--- config.mk ---
export PLATFORM = sky130hd
export DESIGN_NAME = ctrl_fsm_mc
export DESIGN_NICKNAME = d
export VERILOG_FILES = /design/src/rtl/ctrl_fsm_mc.sv
export SDC_FILE = /design/constraint.sdc
export NUM_CORES = 1
export LEC_CHECK = 0
export BUFFER_PORTS_ARGS = -buffer_cell sky130_fd_sc_hd__buf_2
export CAP_MARGIN = 0
export CORE_MARGIN = 5
export CORE_UTILIZATION = 55
export DETAILED_ROUTE_END_ITERATION = 10
export GPL_TIMING_DRIVEN = 0
export PLACE_DENSITY = 0.9
export SYNTH_ARGS = -nofsm -noshare
export SYNTH_HDL_FRONTEND = slang
export SYNTH_SLANG_ARGS = --single-unit
--- constraint.sdc ---
create_clock -name clk -period 4.15 [get_ports clk]
set_clock_uncertainty 0.05 [all_clocks]
set_input_delay 1.0375 -clock clk [delete_from_list [all_inputs] [get_ports clk]]
set_output_delay 1.0375 -clock clk [all_outputs]
set_load 0.01 [all_outputs]
--- src/rtl/ctrl_fsm_mc.sv ---
// Multi-cycle fetch/decode/execute controller for the simple RISC datapath.
// The HALT instruction (opcode 111) is built only when CTRL_HALT_EN is defined; otherwise 111 is a NOP.
module ctrl_fsm_mc #(
  parameter int MEM_LAT = 1
) (
  input  logic       clk,
  input  logic       rst,
  input  logic [2:0] i_opcode,
  input  logic [1:0] i_op,
  output logic       o_loada,
  output logic       o_loadb,
  output logic       o_loadc,
  output logic       o_loads,
  output logic       o_asel,
  output logic       o_bsel,
  output logic       o_write,
  output logic [1:0] o_vsel,
  output logic [2:0] o_nsel,
  output logic       o_load_pc,
  output logic       o_reset_pc,
  output logic       o_load_ir,
  output logic       o_load_addr,
  output logic       o_addr_sel,
  output logic [1:0] o_mem_cmd,
  output logic       o_halted
);

  localparam int CW = (MEM_LAT < 1) ? 1 : $clog2(MEM_LAT + 1);
  localparam logic [CW-1:0] IF_WAIT_LD = (MEM_LAT > 0) ? CW'(MEM_LAT - 1) : '0;
  // Memory access states include their command cycle, so they wait MEM_LAT more.
  localparam logic [CW-1:0] MEM_WAIT_LD = CW'(MEM_LAT);

  typedef enum logic [4:0] {
    S_RST, S_IF1, S_IF_WAIT, S_IF2, S_UPD_PC, S_DECODE,
    S_WR_IMM, S_GET_A, S_GET_B, S_ALU_B, S_ALU_AB, S_WR_RD, S_CMP_S,
    S_ADDR, S_LD_ADDR, S_MEM_RD, S_WR_MEM, S_GET_RD, S_MEM_WR
`ifdef CTRL_HALT_EN
    , S_HALT
`endif
  } state_t;

  typedef struct packed {
    logic [1:0] mem_cmd;
    logic       addr_sel;
    logic       load_addr;
    logic       load_ir;
    logic       reset_pc;
    logic       load_pc;
    logic [2:0] nsel;
    logic [1:0] vsel;
    logic       write;
    logic       bsel;
    logic       asel;
    logic       loads;
    logic       loadc;
    logic       loadb;
    logic       loada;
  } outs_t;

  state_t        r_state;
  state_t        w_state_nxt;
  logic [CW-1:0] r_cnt;
  outs_t         r_out;
  logic [4:0]    w_ins;

  assign w_ins = {i_opcode, i_op};

  function automatic outs_t decode_out(input state_t s);
    outs_t o;
    o = '0;
    case (s)
      S_RST:     begin o.reset_pc = 1'b1; o.load_pc = 1'b1; end
      S_IF1,
      S_IF_WAIT: begin o.addr_sel = 1'b1; o.mem_cmd = 2'b01; end
      S_IF2:     begin o.addr_sel = 1'b1; o.mem_cmd = 2'b01; o.load_ir = 1'b1; end
      S_UPD_PC:  o.load_pc = 1'b1;
      S_WR_IMM:  begin o.nsel = 3'b001; o.vsel = 2'b10; o.write = 1'b1; end
      S_GET_A:   begin o.nsel = 3'b001; o.loada = 1'b1; end
      S_GET_B:   begin o.nsel = 3'b100; o.loadb = 1'b1; end
      S_ALU_B:   begin o.asel = 1'b1; o.loadc = 1'b1; end
      S_ALU_AB:  o.loadc = 1'b1;
      S_WR_RD:   begin o.nsel = 3'b010; o.vsel = 2'b00; o.write = 1'b1; end
      S_CMP_S:   o.loads = 1'b1;
      S_ADDR:    begin o.bsel = 1'b1; o.loadc = 1'b1; end
      S_LD_ADDR: o.load_addr = 1'b1;
      S_MEM_RD:  o.mem_cmd = 2'b01;
      S_WR_MEM:  begin o.mem_cmd = 2'b01; o.nsel = 3'b010; o.vsel = 2'b11; o.write = 1'b1; end
      S_GET_RD:  begin o.nsel = 3'b010; o.loadb = 1'b1; end
      S_MEM_WR:  o.mem_cmd = 2'b10;
      default:   o = '0;
    endcase
    return o;
  endfunction

  always_comb begin
    w_state_nxt = S_IF1;
    case (r_state)
      S_RST:     w_state_nxt = S_IF1;
      S_IF1:     w_state_nxt = (MEM_LAT == 0) ? S_IF2 : S_IF_WAIT;
      S_IF_WAIT: w_state_nxt = (r_cnt == '0) ? S_IF2 : S_IF_WAIT;
      S_IF2:     w_state_nxt = S_UPD_PC;
      S_UPD_PC:  w_state_nxt = S_DECODE;
      S_DECODE: begin
        casez (w_ins)
          5'b11010:         w_state_nxt = S_WR_IMM;
          5'b11000, 5'b10111: w_state_nxt = S_GET_B;
          5'b10100, 5'b10110,
          5'b10101, 5'b01100,
          5'b10000:         w_state_nxt = S_GET_A;
`ifdef CTRL_HALT_EN
          5'b111??:         w_state_nxt = S_HALT;
`endif
          default:          w_state_nxt = S_IF1;
        endcase
      end
      S_GET_A: begin
        case (i_opcode)
          3'b101:         w_state_nxt = S_GET_B;
          3'b011, 3'b100: w_state_nxt = S_ADDR;
          default:        w_state_nxt = S_IF1;
        endcase
      end
      S_GET_B: begin
        case (w_ins)
          5'b11000, 5'b10111: w_state_nxt = S_ALU_B;
          5'b10100, 5'b10110: w_state_nxt = S_ALU_AB;
          5'b10101:           w_state_nxt = S_CMP_S;
          default:            w_state_nxt = S_IF1;
        endcase
      end
      S_ALU_B:   w_state_nxt = (i_opcode == 3'b100) ? S_MEM_WR : S_WR_RD;
      S_ALU_AB:  w_state_nxt = S_WR_RD;
      S_ADDR:    w_state_nxt = S_LD_ADDR;
      S_LD_ADDR: w_state_nxt = (i_opcode == 3'b100) ? S_GET_RD : S_MEM_RD;
      S_MEM_RD:  w_state_nxt = (r_cnt == '0) ? S_WR_MEM : S_MEM_RD;
      S_GET_RD:  w_state_nxt = S_ALU_B;
      S_MEM_WR:  w_state_nxt = (r_cnt == '0) ? S_IF1 : S_MEM_WR;
`ifdef CTRL_HALT_EN
      S_HALT:    w_state_nxt = S_HALT;
`endif
      default:   w_state_nxt = S_IF1;
    endcase
  end

  // Outputs are registered from the next state, so they always match the Moore decode of r_state.
  always_ff @(posedge clk) begin
    if (rst) begin
      r_state <= S_RST;
      r_cnt   <= '0;
      r_out   <= decode_out(S_RST);
    end else begin
      r_state <= w_state_nxt;
      r_out   <= decode_out(w_state_nxt);
      if (w_state_nxt == S_IF_WAIT && r_state != S_IF_WAIT)
        r_cnt <= IF_WAIT_LD;
      else if ((w_state_nxt == S_MEM_RD && r_state != S_MEM_RD) ||
               (w_state_nxt == S_MEM_WR && r_state != S_MEM_WR))
        r_cnt <= MEM_WAIT_LD;
      else if (r_cnt != '0)
        r_cnt <= r_cnt - 1'b1;
    end
  end

`ifdef CTRL_HALT_EN
  logic r_halted;
  always_ff @(posedge clk) begin
    if (rst) r_halted <= 1'b0;
    else     r_halted <= (w_state_nxt == S_HALT);
  end
  assign o_halted = r_halted;
`else
  assign o_halted = 1'b0;
`endif

  assign o_loada     = r_out.loada;
  assign o_loadb     = r_out.loadb;
  assign o_loadc     = r_out.loadc;
  assign o_loads     = r_out.loads;
  assign o_asel      = r_out.asel;
  assign o_bsel      = r_out.bsel;
  assign o_write     = r_out.write;
  assign o_vsel      = r_out.vsel;
  assign o_nsel      = r_out.nsel;
  assign o_load_pc   = r_out.load_pc;
  assign o_reset_pc  = r_out.reset_pc;
  assign o_load_ir   = r_out.load_ir;
  assign o_load_addr = r_out.load_addr;
  assign o_addr_sel  = r_out.addr_sel;
  assign o_mem_cmd   = r_out.mem_cmd;

endmodule
==> impl_metrics.json <==
{
  "status": "complete, no violations",
  "synthDistinctLibCells": 54,
  "die-width_um": 61.42,
  "vias": 1410,
  "timing.final.setup_violations": 0,
  "post_synth_instance_area_um2": 1454,
  "critical_path.n_buffers_inverters": 3,
  "post-cts-setup-buffer-count": 0,
  "list_of_cells_traversed_by_the_critical_path": "buf_2 > buf_2 > and4b_1 > o21a_1 > o21ai_1 > a22o_1 > a221oi_2 > buf_4 > o21ai_1 > a21oi_1",
  "antenna_violations_before_repair": 0,
  "cts.path.max_buffers": 2,
  "delay_of_the_slowest_cell_on_the_worst_path_ns": 0.44,
  "gr-usage-all-layers_pct": 20.79,
  "drt_wl_total_um": 3678,
  "period_share_pct": 65.72,
  "post-route-drc-count": 0,
  "critPathCaptureType": "register",
  "globalplace.congestion": 0.9260,
  "worstPathArrival_ns": 2.92,
  "pre_cts_ws_ns": 1.114,
  "num-fill-cells": 206,
  "wire_per_inst_um": 15.85,
  "postLayoutCellArea_um2": 1647,
  "fmax_mhz": 366.7,
  "portBuffers": 25,
  "finalHoldWorstSlack_ns": 0.7284,
  "initial_core_util_pct": 58.16,
  "diode_insertion_count_for_antenna_repair": 0,
  "maxCapViolCount": 0,
  "power.total_uw": 685.6,
  "htree_num_levels": 1,
  "hold_viol": 0,
  "slew_headroom_pct": 66.97,
  "min_path_type": "reg2reg",
  "grt_remaining_overflow": 0,
  "grt_pass1_wl_um": 5996,
  "cts-root-buf": "sky130_fd_sc_hd__clkbuf_4",
  "yosys_most_used_dff": "sky130_fd_sc_hd__dfxtp_1",
  "worst-slew-pin-transition_ns": 0.4909,
  "power.density_cell_area_nw_per_um2": 416.4,
  "fin_setup_tns_ns": 0,
  "layout-area-overhead-vs-synth_pct": 13.25,
  "final_util_pct": 65.87,
  "post-route-worst-setup-slack_ns": 1.423,
  "detailedRoute.firstIterationViolations": 49,
  "synthCells": 173,
  "cts.repair.resized": 0,
  "design.core.area_um2": 2500,
  "fp-row-count": 18,
  "yosys_warnings": 0,
  "dp_hpwl_um": 2844,
  "final-max-slew-violation-count": 0,
  "die_area_um2": 3772,
  "post_layout_nonfiller_instances": 232,
  "drtAntennaViolNets": 0,
  "timing.critical_path.fanout_max": 10,
  "i_o_pins": 27,
  "pin_count_of_the_biggest_net_entering_global_routing": 16,
  "synth_top_cell_by_area": "sky130_fd_sc_hd__dfxtp_1",
  "drive_gt1_share_pct": 26.24,
  "fin_nets": 210,
  "synthesized_netlist_net_count": 180,
  "die_h_um": 61.42,
  "holdBufCountCts": 0,
  "cts.sinks": 25,
  "worst_setup_path_start_kind": "input port",
  "via_per_inst": 6.078,
  "tritoncts": "done",
  "cts_buffers": 3,
  "synthArstFlopShare_pct": 0,
  "critical_path.top_delay_family": "compound AO/OA/AOI/OAI gates",
  "synth_area_leaders": "sky130_fd_sc_hd__dfxtp_1 34%, sky130_fd_sc_hd__nor2_1 3.9%, sky130_fd_sc_hd__nand2b_1 3.4%",
  "layout_min_cycle_time_ns": 2.727,
  "synth_edf_count": 0,
  "power.leakage_nw": 0.7113,
  "first_global_vias": 1292,
  "ys_ff_latch": 25,
  "criticalPathCategory": "in2reg",
  "post_place_instance_area_um2": 1617,
  "power.ir.vdd_worst_v": 0.0003090,
  "syn-mean-instance-area_um2": 8.404,
  "clock_insertion_delay_worst_skew_ns": 0.31,
  "place_inst": 228,
  "worst-endpoint-required_ns": 4.34,
  "clkTransAtPathRegs_ns": 0.14,
  "crit_path_top_delay_cell": "sky130_fd_sc_hd__a221oi_2",
  "synth_top_area_share_pct": 34.42,
  "drt_first_pass_iters": 4,
  "unrepaired_setup_endpoints_after_global_routing": "no",
  "seq_area_frac_synth_pct": 34.42
}
[layout make-up]
| class | instances | area [µm²] | area share, % |
|---|---|---|---|
| plain buffers | 13 | 72.57 | 4.407 |
| clock buffers | 3 | 22.52 | 1.368 |
| clock inverters | 1 | 7.507 | 0.4559 |
| inverters | 5 | 18.77 | 1.140 |
| multi-input cells | 130 | 862.1 | 52.36 |
| flip-flops and latches | 25 | 500.5 | 30.40 |
| well taps | 30 | 37.54 | 2.280 |
| repair buffers | 25 | 125.1 | 7.599 |
[synth_stat cells, types with 2 or more instances]
| cell type | instances |
|---|---|
| sky130_fd_sc_hd__o21ai_1 | 4 |
| sky130_fd_sc_hd__and3_1 | 3 |
| sky130_fd_sc_hd__nand2_1 | 13 |
| sky130_fd_sc_hd__nand3_1 | 6 |
| sky130_fd_sc_hd__or2_1 | 3 |
| sky130_fd_sc_hd__buf_2 | 7 |
| sky130_fd_sc_hd__inv_1 | 4 |
| sky130_fd_sc_hd__clkbuf_1 | 2 |
| sky130_fd_sc_hd__a21oi_1 | 6 |
| sky130_fd_sc_hd__dfxtp_1 | 25 |
| sky130_fd_sc_hd__nand2b_1 | 8 |
| sky130_fd_sc_hd__nor4bb_1 | 3 |
| sky130_fd_sc_hd__nor2b_1 | 6 |
| sky130_fd_sc_hd__nor4_1 | 5 |
| sky130_fd_sc_hd__o21a_1 | 3 |
| sky130_fd_sc_hd__nand3b_1 | 3 |
| sky130_fd_sc_hd__a2bb2oi_1 | 2 |
| sky130_fd_sc_hd__and4b_1 | 2 |
| sky130_fd_sc_hd__nand4_1 | 2 |
| sky130_fd_sc_hd__nor2_1 | 15 |
| sky130_fd_sc_hd__or3b_1 | 3 |
| sky130_fd_sc_hd__o21ai_0 | 5 |
| sky130_fd_sc_hd__o22ai_1 | 2 |
| sky130_fd_sc_hd__buf_4 | 4 |
| sky130_fd_sc_hd__nor3b_2 | 3 |
| sky130_fd_sc_hd__o2111ai_1 | 3 |
| sky130_fd_sc_hd__and3b_1 | 2 |
| sky130_fd_sc_hd__nor3_1 | 3 |
[layer usage]
metal	routed length, µm	track usage [%]	vias to the layer above
li1	-	-	681
met1	1563	29.08	653
met2	1793	33.69	67
met3	254	2.725	9
met4	68	5.758	0
met5	0	0	-
[cells in the final DEF, fill, tap and decap left out, types with 4 or more instances in the layout]
master / count
sky130_fd_sc_hd__nand3_1: 6
sky130_fd_sc_hd__nand2_1: 13
sky130_fd_sc_hd__buf_2: 32
sky130_fd_sc_hd__nor4_1: 5
sky130_fd_sc_hd__nand2b_1: 8
sky130_fd_sc_hd__dfxtp_1: 25
sky130_fd_sc_hd__nor2_1: 15
sky130_fd_sc_hd__buf_4: 4
sky130_fd_sc_hd__nor2b_1: 6
sky130_fd_sc_hd__o21ai_1: 4
sky130_fd_sc_hd__a21oi_1: 6
sky130_fd_sc_hd__o21ai_0: 5
sky130_fd_sc_hd__inv_1: 4
[power breakdown]
| group | leakage, nW | internal (mW) | total, mW | switching [mW] |
|---|---|---|---|---|
| clock | 0.0139 | 0.0367 | 0.107 | 0.0703 |
| sequential | 0.204 | 0.259 | 0.280 | 0.0215 |
| combinational | 0.494 | 0.109 | 0.298 | 0.189 |
| total | 0.711 | 0.405 | 0.686 | 0.281 |
[worst min-delay path, delay by kind of cell, from the launching register on]
| family | cells | cell delay [ns] |
|---|---|---|
| buf+inv | 1 | 0.22 |
| compound gates | 1 | 0.10 |
| flops | 1 | 0.43 |
[cells by family (layout without fill, tap and decap cells)]
kind of cell | count (synthesis) | after routing | synth area share, %
multiplexers | 1 | 1 | 0.6885
flip-flops | 25 | 25 | 34.42
AND/OR/NAND/NOR | 90 | 90 | 39.42
AO/OA/AOI/OAI | 38 | 38 | 18.93
buffers and inverters | 18 | 47 | 6.282
other | 1 | 1 | 0.2579
[registers in the layout, summed over array words and instances, names as in the netlist, 2 cells and up]
register / cells
o_nsel: 3
o_mem_cmd: 2
r_state: 5
o_vsel: 2
[worst paths after layout]
path,from,to,slack (ns),cells after the start
setup / recovery,i_opcode[1],o_write$_SDFF_PP0_,1.42,10
setup reg to reg,r_state[3]$_SDFF_PP0_,o_load_ir$_SDFF_PP0_,1.86,8
hold reg to reg,r_state[3]$_SDFF_PP0_,r_cnt$_SDFF_PP0_,0.73,2
hold / removal,r_state[3]$_SDFF_PP0_,r_cnt$_SDFF_PP0_,0.73,2
(Power assumes the default switching activity.)
